`config.mk`:
```
export PLATFORM = sky130hd
export DESIGN_NAME = datapath_sequencer
export DESIGN_NICKNAME = d
export VERILOG_FILES = /design/src/rtl/datapath_sequencer.sv
export SDC_FILE = /design/constraint.sdc
export NUM_CORES = 1
export LEC_CHECK = 0
export CORE_UTILIZATION = 30
export DETAILED_ROUTE_END_ITERATION = 7
export PLACE_DENSITY = 0.61
export SYNTH_ARGS = -nofsm -noshare
export SYNTH_HDL_FRONTEND = slang
export SYNTH_SLANG_ARGS = --single-unit
```
`constraint.sdc`:
```
create_clock -name clk -period 2.7 [get_ports clk]
set_clock_uncertainty 0.05 [all_clocks]
set_input_delay 0.54 -clock clk [delete_from_list [all_inputs] [get_ports clk]]
set_output_delay 0.54 -clock clk [all_outputs]
set_load 0.01 [all_outputs]
```
`src/rtl/datapath_sequencer.sv`:
```
// Multi-cycle instruction sequencer: FETCH/DECODE/EXECUTE/WRITEBACK control of
// pc, ir and the register-bank write strobe, with fetch timeout and halt handling.
module datapath_sequencer #(
  parameter int                      ADDRESS_SIZE  = 32,
  parameter logic [ADDRESS_SIZE-1:0] BOOT_ADDRESS  = ADDRESS_SIZE'(32'h1000),
  parameter int                      FETCH_TIMEOUT = 16
) (
  input  logic                    clk,
  input  logic                    reset,
  input  logic                    start,
  output logic                    imem_req,
  input  logic                    imem_ready,
  input  logic [ADDRESS_SIZE-1:0] imem_instruction,
  output logic [ADDRESS_SIZE-1:0] pc,
  output logic [ADDRESS_SIZE-1:0] ir,
  input  logic                    dec_halt,
  input  logic                    dec_illegal,
  input  logic                    dec_register_write,
  input  logic                    branch_taken,
  input  logic [ADDRESS_SIZE-1:0] branch_target,
  output logic                    register_write_en,
  output logic                    busy,
  output logic                    halted,
  output logic                    error,
  output logic [31:0]             retired
);

  localparam int CNT_W = $clog2(FETCH_TIMEOUT) + 1;
  localparam logic [CNT_W-1:0] WAIT_LAST = CNT_W'(FETCH_TIMEOUT - 1);

  typedef enum logic [2:0] {
    S_IDLE      = 3'd0,
    S_FETCH     = 3'd1,
    S_DECODE    = 3'd2,
    S_EXECUTE   = 3'd3,
    S_WRITEBACK = 3'd4,
    S_HALT      = 3'd5
  } state_e;

  state_e                  state_q, state_d;
  logic [ADDRESS_SIZE-1:0] pc_q, pc_d, ir_q, ir_d, tgt_q, tgt_d;
  logic [31:0]             ret_q, ret_d;
  logic [CNT_W-1:0]        wait_q, wait_d;
  logic                    bt_q, bt_d, err_q, err_d, rwe_d;
  logic                    req_q, busy_q, halted_q, rwe_q;

  // Next-state and datapath load decisions.
  always_comb begin
    state_d = state_q;
    pc_d    = pc_q;
    ir_d    = ir_q;
    ret_d   = ret_q;
    wait_d  = wait_q;
    bt_d    = bt_q;
    tgt_d   = tgt_q;
    err_d   = err_q;
    rwe_d   = 1'b0;
    case (state_q)
      S_IDLE: begin
        if (start) state_d = S_FETCH;
        else       state_d = S_IDLE;
      end
      S_FETCH: begin
        if (imem_ready) begin
          ir_d    = imem_instruction;
          wait_d  = '0;
          state_d = S_DECODE;
        end else if (wait_q == WAIT_LAST) begin
          wait_d  = '0;
          err_d   = 1'b1;
          state_d = S_HALT;
        end else begin
          wait_d  = wait_q + CNT_W'(1);
        end
      end
      S_DECODE: begin
        if (dec_illegal) begin
          err_d   = 1'b1;
          state_d = S_HALT;
        end else if (dec_halt) begin
          state_d = S_HALT;
        end else begin
          state_d = S_EXECUTE;
        end
      end
      S_EXECUTE: begin
        // A misaligned taken branch aborts before WRITEBACK, so pc/retired never move.
        bt_d  = branch_taken;
        tgt_d = branch_target;
        if (branch_taken && (branch_target[1:0] != 2'b00)) begin
          err_d   = 1'b1;
          state_d = S_HALT;
        end else begin
          rwe_d   = dec_register_write;
          state_d = S_WRITEBACK;
        end
      end
      S_WRITEBACK: begin
        if (bt_q) pc_d = tgt_q;
        else      pc_d = pc_q + ADDRESS_SIZE'(4);
        ret_d   = ret_q + 32'd1;
        state_d = S_FETCH;
      end
      S_HALT: begin
        state_d = S_HALT;
      end
      default: begin
        state_d = S_IDLE;
      end
    endcase
  end

  // State, datapath and status registers; status decoded from the next state.
  always_ff @(posedge clk or negedge reset) begin
    if (!reset) begin
      state_q  <= S_IDLE;
      pc_q     <= BOOT_ADDRESS;
      ir_q     <= '0;
      ret_q    <= 32'd0;
      wait_q   <= '0;
      bt_q     <= 1'b0;
      tgt_q    <= '0;
      err_q    <= 1'b0;
      req_q    <= 1'b0;
      busy_q   <= 1'b0;
      halted_q <= 1'b0;
      rwe_q    <= 1'b0;
    end else begin
      state_q  <= state_d;
      pc_q     <= pc_d;
      ir_q     <= ir_d;
      ret_q    <= ret_d;
      wait_q   <= wait_d;
      bt_q     <= bt_d;
      tgt_q    <= tgt_d;
      err_q    <= err_d;
      req_q    <= (state_d == S_FETCH);
      busy_q   <= (state_d == S_FETCH) || (state_d == S_DECODE) ||
                  (state_d == S_EXECUTE) || (state_d == S_WRITEBACK);
      halted_q <= (state_d == S_HALT);
      rwe_q    <= rwe_d;
    end
  end

  assign imem_req          = req_q;
  assign pc                = pc_q;
  assign ir                = ir_q;
  assign retired           = ret_q;
  assign register_write_en = rwe_q;
  assign busy              = busy_q;
  assign halted            = halted_q;
  assign error             = err_q;

endmodule

```
==> results.tsv <==
metric	value	unit
ant_nets	0	
antenna_found_initial	0	
timing.fmax	0.4613	GHz
vdd_ir_drop_max	0.5113	mV
r2r_end	pc[27]$_DFFE_PN0N_	
routed_via_density	4.908	
crit_path_end_kind	flip-flop	
synth.distinct_cells	57	
io-pin-count	173	
whs_path_depth	1	
clock_sinks	142	
crit_start	pc[12]$_DFFE_PN1N_	
grt_pass1_vias	5004	
crit_type	reg2reg	
final-max-slew-violation-count	0	
slew_headroom	61.02	%
ctsHoldBuffers	1	
pwr_density_cell	1058	nW/um2
final_nets	827	
hold_viol	0	
endpoint	pc[27]$_DFFE_PN0N_	
arrival	2470	ps
drcViolationCount	0	
tightestPinTransition	584.7	ps
clkSlewWorstSetupHoldPaths	60	ps
synth_top_flop_cell	dfrtp_1	
cts_buffers	17	
die_h	149.2	um
post-route-period-util	80.28	%
start_util	30.74	%
hpwl	11510	um
synth_seq_cells	142	
finalSetupViolCount	0	
critPathMaxStageDelay	560	ps
yosysSeqAreaShare	54.67	%
netlist_area	6502	um2
drt_iter0_markers	253	
port_buffers	172	
cp_max_fo	9	
cts-root-buf	clkbuf_16	
r2r_slack	530	ps
syn_nets	652	
core_area	21150	um2
via_count	5104	
dp.cells	1007	
clock_latency	420	ps
die_w	149.2	um
synthArstFlopShare	100.0	%
fin_crit	2168	ps
first_pass_iters	4	
rsz0062_at_grt	no	
rows	53	
final_cell_mix	clkdlybuf4s50_1 (171), dfrtp_1 (140), mux2_2 (68), nand2_1 (38), nand3_1 (32)	
syn_area_per_cell	11.27	um2
wl_per_cell	15.88	um
gp_congestion	0.7685	
routed_wl	16520	um
post_cts_buffers	0	
antenna_cells	0	
timing.rr.start	pc[12]$_DFFE_PN1N_	
fillers	1970	
cts_tree	built	
syn_to_final_growth	41.50	%
crit_slowest_cell	dfstp_2	
ctsResizeCount	0	
syn_inst	577	
reg2reg_depth	5	
gr-total-overflow	0	
yosysWarnings	0	
synth_edf_count	0	
maxCapViolCount	0	
fin_cells	1040	
htree_levels	4	
grt_max_degree	62	
fin_setup_tns	0	ps
cts_buffer_depth	2	
grt_usage	15.64	%
worstPathCellList	and3_1 -> and4_1 -> nand4_1 -> or4_1 -> nand3_1	
layout-drive-gt1-share	16.21	%
grt_first_pass_wirelength	27050	um
leakage	0.003785	uW
hold_path_class	reg2reg	
layout_commonest_cell	clkdlybuf4s50_1	
status	finished, final reports clean	
setup.worst_path.start_class	flip-flop	
worstPathRequired	3000	ps
dieArea	22270	um2
## how the worst min path moves through the flow
| stage | start | endpoint |
|---|---|---|
| floorplan | reset | bt_q$_DFFE_PN0P_ |
| global placement | wait_q[4]$_DFFE_PN0P_ | wait_q[4]$_DFFE_PN0P_ |
| global route | wait_q[4]$_DFFE_PN0P_ | wait_q[4]$_DFFE_PN0P_ |
| detailed placement | error$_DFFE_PN0P_ | error$_DFFE_PN0P_ |
| CTS | error$_DFFE_PN0P_ | error$_DFFE_PN0P_ |
| finish | error$_DFFE_PN0P_ | error$_DFFE_PN0P_ |
## synth_stat cells, types with 4 or more instances
library cell / number / share of area (%)
and4_1: 4 / 0.54
o21a_1: 5 / 0.58
a21o_1: 5 / 0.58
and3_1: 17 / 1.6
nand2_1: 38 / 2.2
or3_1: 4 / 0.38
a21oi_1: 29 / 2.2
inv_1: 5 / 0.29
mux2_2: 68 / 12
buf_2: 6 / 0.46
nor3_1: 13 / 1.0
xor2_1: 7 / 0.94
nand4_1: 25 / 2.4
nor2_1: 29 / 1.7
nor2b_1: 7 / 0.67
o21ai_0: 29 / 2.2
clkbuf_1: 20 / 1.2
a31oi_1: 5 / 0.48
nor4_1: 8 / 0.77
and2_1: 4 / 0.38
dfrtp_1: 141 / 54
buf_1: 4 / 0.23
xnor2_1: 25 / 3.4
nand3_1: 32 / 2.5
## report_power, final
| group | internal [uW] | leakage [uW] | switching [uW] |
|---|---|---|---|
| registers | 2950 | 0.00173 | 685 |
| logic | 2020 | 0.00175 | 1580 |
| clock network | 1550 | 0.000302 | 942 |
| total | 6520 | 0.00378 | 3210 |
## metrics by stage
stage	setup slack, ps	util (%)	power [uW]	hold slack, ps	instance area (um2)
final	532.3	43.50	9736	414.8	9201
after floorplan	585.9	-	5578	194.4	6502
after global placement	365.8	40.52	7266	412.1	8572
after CTS	489.2	43.50	9858	430.5	9201
after global routing	377.9	43.50	10380	447.6	9201
after detailed placement	345.7	40.52	7314	407.8	8572
## cell families (layout without fill, tap and decap cells)
group,Yosys count,in the layout,share of synthesized area [%]
xor+xnor,32,32,4.310
mux,71,71,12.24
flops,142,142,54.67
compound gates,94,94,8.948
simple gates,198,198,16.89
buf+inv,37,225,2.367
fa+ha+maj,3,3,0.5773
## metal layers
metal | up-vias | wire length [um] | global-route usage [%]
met5 | - | 0 | 0
met4 | 0 | 328 | 6.582
met3 | 19 | 724 | 3.578
met2 | 104 | 7916 | 24.09
met1 | 2523 | 7546 | 21.04
li1 | 2458 | - | -
## critical path, delay by kind of cell (launching register included)
| family | cells | cell delay [ps] |
|---|---|---|
| flip-flops | 1 | 560 |
| AND/OR/NAND/NOR | 5 | 1500 |
## state kept, by name (all words and copies together) (netlist names), 3 cells and up
signal   flops
pc          32
state_q      3
retired     32
ir          32
wait_q       5
tgt_q       32
## area by class of cell
cell class | count | area, um2 | share of cell area, %
sequential | 142 | 3556 | 38.65
multi-input combinational | 398 | 2796 | 30.39
timing repair buffer | 187 | 1863 | 20.25
clock buffer | 19 | 432.9 | 4.705
tap | 275 | 344.1 | 3.739
clock inverter | 13 | 186.4 | 2.026
inverter | 6 | 22.52 | 0.2448
Power figures use the tool's default switching activity.
